### config.mk
export PLATFORM = sky130hd
export DESIGN_NAME = register_bank_flat
export DESIGN_NICKNAME = d
export VERILOG_FILES = /design/src/rtl/register_bank_if.sv /design/src/rtl/register_bank.sv /design/src/flat_wrapper.sv
export SDC_FILE = /design/constraint.sdc
export NUM_CORES = 2
export LEC_CHECK = 0
export BUFFER_PORTS_ARGS = -buffer_cell sky130_fd_sc_hd__buf_4
export CAP_MARGIN = 20
export CORE_UTILIZATION = 47
export DETAILED_ROUTE_END_ITERATION = 8
export SLEW_MARGIN = 10
export SYNTH_ARGS = -nofsm -noshare
export SYNTH_HDL_FRONTEND = slang
export SYNTH_SLANG_ARGS = --single-unit
### constraint.sdc
create_clock -name clk -period 2 [get_ports clk]
set_input_delay 0.1 -clock clk [delete_from_list [all_inputs] [get_ports clk]]
set_output_delay 0.1 -clock clk [all_outputs]
set_load 0.01 [all_outputs]
### src/rtl/register_bank_if.sv
// Register-file port bundle: one write port from write-back, two read ports to decode.
// master = pipeline side (drives write and read addresses), slave = register_bank.
interface register_bank_if #(
  parameter int NBITS  = 32,
  parameter int ADDR_W = 5
) ();
  logic              reg_write;
  logic [ADDR_W-1:0] wr_addr;
  logic [NBITS-1:0]  wr_data;
  logic [ADDR_W-1:0] rd_addr_a;
  logic [ADDR_W-1:0] rd_addr_b;
  logic [NBITS-1:0]  rd_data_a;
  logic [NBITS-1:0]  rd_data_b;

  modport master (
    output reg_write, wr_addr, wr_data, rd_addr_a, rd_addr_b,
    input  rd_data_a, rd_data_b
  );

  modport slave (
    input  reg_write, wr_addr, wr_data, rd_addr_a, rd_addr_b,
    output rd_data_a, rd_data_b
  );
endinterface

### src/rtl/register_bank.sv
// Integer register file: one write port, two combinational read ports, r0 hardwired to zero.
// Optional same-cycle write-through bypass selected by macro REGBANK_BYPASS_EN.
module register_bank #(
  parameter int NBITS  = 32,
  parameter int ADDR_W = 5,
  parameter int NREGS  = 32
) (
  input  logic           clk,
  input  logic           reset_n,
  register_bank_if.slave bus
);

  logic [NBITS-1:0] regs_r [NREGS];
  logic [NREGS-1:1] we_s;
  logic [NBITS-1:0] array_a_s;
  logic [NBITS-1:0] array_b_s;

  // One-hot write decode; a low reg_write masks X on wr_addr so no register is touched.
  always_comb begin
    we_s = '0;
    for (int i = 1; i < NREGS; i++) begin
      we_s[i] = bus.reg_write & (bus.wr_addr == ADDR_W'(i));
    end
  end

  // Register storage; entry 0 is held at zero and never written.
  always_ff @(posedge clk or negedge reset_n) begin
    if (!reset_n) begin
      for (int i = 0; i < NREGS; i++) begin
        regs_r[i] <= '0;
      end
    end else begin
      regs_r[0] <= '0;
      for (int i = 1; i < NREGS; i++) begin
        if (we_s[i]) begin
          regs_r[i] <= bus.wr_data;
        end else begin
          regs_r[i] <= regs_r[i];
        end
      end
    end
  end

  // Plain array read with the r0 zero override.
  always_comb begin
    if (bus.rd_addr_a == '0) begin
      array_a_s = '0;
    end else begin
      array_a_s = regs_r[bus.rd_addr_a];
    end
    if (bus.rd_addr_b == '0) begin
      array_b_s = '0;
    end else begin
      array_b_s = regs_r[bus.rd_addr_b];
    end
  end

`ifdef REGBANK_BYPASS_EN
  // In-flight write matches a read address; suppressed while reset is held so reads stay zero.
  function automatic logic bypass_hit(
    input logic              rst_ok,
    input logic              wen,
    input logic [ADDR_W-1:0] wa,
    input logic [ADDR_W-1:0] ra
  );
    return rst_ok & wen & (wa != '0) & (wa == ra);
  endfunction

  assign bus.rd_data_a = bypass_hit(reset_n, bus.reg_write, bus.wr_addr, bus.rd_addr_a)
                         ? bus.wr_data : array_a_s;
  assign bus.rd_data_b = bypass_hit(reset_n, bus.reg_write, bus.wr_addr, bus.rd_addr_b)
                         ? bus.wr_data : array_b_s;
`else
  assign bus.rd_data_a = array_a_s;
  assign bus.rd_data_b = array_b_s;
`endif

endmodule
### src/flat_wrapper.sv
// flat-port wrapper written by rule: the top's interface ports become plain ports
module register_bank_flat 
#(
  parameter int NBITS  = 32,
  parameter int ADDR_W = 5,
  parameter int NREGS  = 32
)
  (clk, reset_n, bus_reg_write, bus_wr_addr, bus_wr_data, bus_rd_addr_a, bus_rd_addr_b, bus_rd_data_a, bus_rd_data_b);
  register_bank_if #(.NBITS(NBITS), .ADDR_W(ADDR_W)) bus_i ();
  input  logic clk;
  input  logic reset_n;
  input wire logic [$bits(bus_i.reg_write)-1:0] bus_reg_write;
  input wire logic [$bits(bus_i.wr_addr)-1:0] bus_wr_addr;
  input wire logic [$bits(bus_i.wr_data)-1:0] bus_wr_data;
  input wire logic [$bits(bus_i.rd_addr_a)-1:0] bus_rd_addr_a;
  input wire logic [$bits(bus_i.rd_addr_b)-1:0] bus_rd_addr_b;
  output wire logic [$bits(bus_i.rd_data_a)-1:0] bus_rd_data_a;
  output wire logic [$bits(bus_i.rd_data_b)-1:0] bus_rd_data_b;
  assign bus_i.reg_write = bus_reg_write;
  assign bus_i.wr_addr = bus_wr_addr;
  assign bus_i.wr_data = bus_wr_data;
  assign bus_i.rd_addr_a = bus_rd_addr_a;
  assign bus_i.rd_addr_b = bus_rd_addr_b;
  assign bus_rd_data_a = bus_i.rd_data_a;
  assign bus_rd_data_b = bus_i.rd_data_b;
  register_bank #(.NBITS(NBITS), .ADDR_W(ADDR_W), .NREGS(NREGS)) u_core (.clk(clk), .reset_n(reset_n), .bus(bus_i));
endmodule
==> results.rst <==
.. list-table::
   :header-rows: 1

   * - Metric
     - Value
   * - TritonCTS clock tree
     - built
   * - Outcome
     - finished with violations
   * - Total routing resource utilization after global routing
     - 0.333
   * - Final ANT Viol Nets
     - 0
   * - Die ar.
     - 0.113 mm2
   * - First-pass DRT Iterations
     - 5
   * - Most used DFF post-synth
     - sky130_fd_sc_hd__dfrtp_1
   * - Worst-case headroom to the max-slew limit
     - 0.545
   * - Multiplexer fraction of the synthesized cell area
     - 0.416
   * - Crit share post-route
     - 1.31
   * - Combinational cell fraction of total power
     - 0.219
   * - Asr flop ratio synth
     - 1.00
   * - Compound-Gate Fraction of Synth Area
     - 0.0496
   * - Area growth, synth to finish
     - 21.5%
   * - Die H
     - 336 um
   * - Number of global-route vias before repair
     - 38064
   * - Total count of hold-check failures in the final report
     - 0
   * - Commonest cells in the synthesized netlist
     - sky130_fd_sc_hd__mux2_2 (1044), sky130_fd_sc_hd__dfrtp_1 (992), sky130_fd_sc_hd__mux4_2 (383), sky130_fd_sc_hd__clkbuf_1 (171), sky130_fd_sc_hd__buf_2 (162)
   * - Cells after Synth
     - 3569
   * - Grt ovf
     - 0
   * - Adder-cell area share of the yosys netlist
     - 0
   * - Leakage
     - 27.7 nW
   * - Power density over the cells
     - 984 mW/mm2
   * - Worst Setup Slack post-DPL
     - -0.257 ns
   * - Effective utilization at floorplan
     - 0.475
   * - Clock buffer count from CTS
     - 111
   * - R2R setup slack
     - 0.99 ns
   * - Final critical path time including I/O delays and setup
     - 2.61 ns
   * - Element type at the critical path start
     - flop
   * - Final Util
     - 0.577
   * - Transition time at the pin with the least slew margin
     - 0.677 ns
   * - Clk sink count
     - 992
   * - Number of vias per cell after detailed routing
     - 6.72
   * - Final net count
     - 3922
   * - CP endpoint kind
     - output pin
   * - Setup-failing EPs final
     - 64
   * - Port Buffers
     - 113
   * - Post-Synth XOR/XNOR Area
     - 0
   * - Via count
     - 36655
   * - Setup repair after global routing missed its margin
     - yes
   * - Main combinational cell family by area after synthesis
     - multiplexers
   * - Number of flip-flops under the largest register name
     - 992
   * - Register with the most flip-flops
     - u_core.regs_r
   * - Placeable Area
     - 0.111 mm2
   * - Part of the power in the clock network
     - 0.350
   * - Max H-tree Level
     - 3
   * - Switching part of the total
     - 0.274
   * - Switching power
     - 0.0172 W
   * - Synthesized-area fraction occupied by and/or/nand/nor cells
     - 0.0262
   * - Final critical-path setup slack
     - -0.614 ns
   * - Number of antenna violations at the first check in global routing
     - 6
   * - Max capacitance violation total
     - 0
   * - Root buffer cell
     - sky130_fd_sc_hd__clkbuf_16
   * - Sum of net half-perimeters after detailed placement
     - 116000 um
   * - Violations in the final reports
     - negative setup slack
   * - Required time reported for the critical path endpoint
     - 1.90 ns
   * - Post-synthesis register bit count
     - 992
   * - Drc violations
     - 0
   * - Top cell type by total area after synthesis
     - sky130_fd_sc_hd__dfrtp_1
   * - Count of final max-slew check failures
     - 0
   * - Top-Level Pins
     - 114
   * - Number of cell rows
     - 122
   * - Type of the setup path with the least slack
     - flop to output pin
   * - Largest net degree at the start of global routing
     - 93
   * - Fmax
     - 383 MHz
   * - DRT iter0 DRCs
     - 3687
   * - Proportion of netlist area held by the largest area contributor
     - 0.473
   * - Biggest fanout along the worst timing path
     - 3
   * - Most frequent cell after synthesis
     - sky130_fd_sc_hd__mux2_2
   * - Post-CTS clock slew at the launch and capture registers of the worst setup and hold paths
     - 0.06 ns
   * - Largest cells by area after synthesis
     - sky130_fd_sc_hd__dfrtp_1 (47%), sky130_fd_sc_hd__mux2_2 (22%), sky130_fd_sc_hd__mux4_2 (16%)
   * - Max clock buf depth
     - 3
   * - Net count of the mapped netlist
     - 3619
   * - Post-DR wirelength/cell
     - 34.2 um
   * - Number of synthesized flops with an enable pin
     - 0
   * - Wire length of the first global-routing pass
     - 271000 um
   * - Register area share after synthesis
     - 0.473
   * - Worst skew pair latency
     - 0.70 ns
   * - Regs by FF count
     - u_core.regs_r (992)
   * - Peak VDD IR
     - 0.000707 V
   * - Portion of total power attributed to sequential cells
     - 0.431
   * - Die width
     - 336 um
   * - Max Clock Skew
     - 0 ns
   * - Mapped cell area
     - 0.0525 mm2
   * - DRT Wirelength
     - 187000 um
   * - Count of different cell masters after synthesis
     - 47
   * - Mean cell area of the mapped netlist
     - 14.7 um2
   * - Total internal power
     - 0.0456 W
   * - Data arrival at the endpoint of the critical path
     - 2.51 ns
   * - Min-Delay Path Class
     - input pin to flop
   * - Routability cong.
     - 0.883
   * - Fraction of layout cells with a size suffix above 1
     - 0.592
   * - YS warnings
     - 0
-- cells by family after synthesis --
logic type | count (synthesis)
AO/OA/AOI/OAI | 347
multiplexers | 1572
flip-flops | 992
AND/OR/NAND/NOR | 266
buffers and inverters | 392
-- per-stage QoR --
stage	total power (W)	hold slack, ns	instances	TNS, ns	instance area (um2)
after floorplan	0.0351	-0.196	3569	0	52500
after global placement	0.0392	0.0660	5164	-1.19	58400
after detailed placement	0.0401	0.0742	5164	-1.14	58400
after CTS	0.0627	0.0298	5439	-21.30	63500
after global routing	0.0651	0.0692	5454	-22.78	63800
final	0.0628	0.0610	5454	-19.33	63800
-- cell type report --
class	count	area (um2)
inverters	3	11.3
multi-input cells	2185	26900
clock inverters	40	582
clock buffers	166	3360
fillers	8530	46800
flip-flops and latches	992	24800
well taps	1488	1860
repair buffers	579	6330
diodes	1	2.50
-- metal layers --
layer  global-route usage  vias up  wire length [um]
li1                     -    14479                 -
met1                0.456    19920             75900
met2                0.517     1804             86200
met3               0.0791      444             16800
met4                0.120        8              7670
met5                    0        -                56
-- path summary, 6_finish.rpt --
kind | from | end | depth (start not counted)
max in group asynchronous | reset_n | u_core.regs_r[118] | 4
worst max register to register | u_core.regs_r[271] | u_core.regs_r[271] | 3
worst min register to register | u_core.regs_r[589] | u_core.regs_r[589] | 1
min in group asynchronous | reset_n | u_core.regs_r[414] | 3
worst max-delay path | u_core.regs_r[49] | bus_rd_data_b[17] | 5
worst min-delay path | bus_wr_addr[1] | u_core.regs_r[127] | 4
-- power by group through the flow --
| stage | clock, W | sequential, W | combinational [W] |
|---|---|---|---|
| global route | 0.0231 | 0.0275 | 0.0145 |
| finish | 0.0220 | 0.0271 | 0.0137 |
| floorplan | 0 | 0.0261 | 0.00899 |
| CTS | 0.0223 | 0.0269 | 0.0135 |
| global placement | 0 | 0.0268 | 0.0124 |
| detailed placement | 0 | 0.0273 | 0.0128 |
-- worst max-delay path, stage by stage, from the launching register on --
cell,delay (ns)
sky130_fd_sc_hd__dfrtp_1,0.40
sky130_fd_sc_hd__mux4_2,0.48
sky130_fd_sc_hd__a22o_1,0.23
sky130_fd_sc_hd__a31oi_1,0.17
sky130_fd_sc_hd__o211ai_1,0.28
sky130_fd_sc_hd__buf_4,0.25
-- cell usage in the layout, fill, tap and decap left out, drive strengths merged, types with 40 or more instances in the layout --
cell,n
clkbuf,166
a221oi,40
mux4,383
mux2,1059
buf,546
dfrtp,992
o22ai,64
a22oi,121
nand3,52
mux2i,130
nor2,53
-- repair_timing --
item / in CTS / in global routing
buffers inserted: 49 / 14
hold endpoints to repair: 1695 / 0
pin swaps: 91 / 25
resized for setup: 119 / 38
endpoints found under the setup margin: 64 / 64
cloned: 0 / 0
hold buffers: 34 / 0
Note: power is estimated with default switching activity, not from simulation.
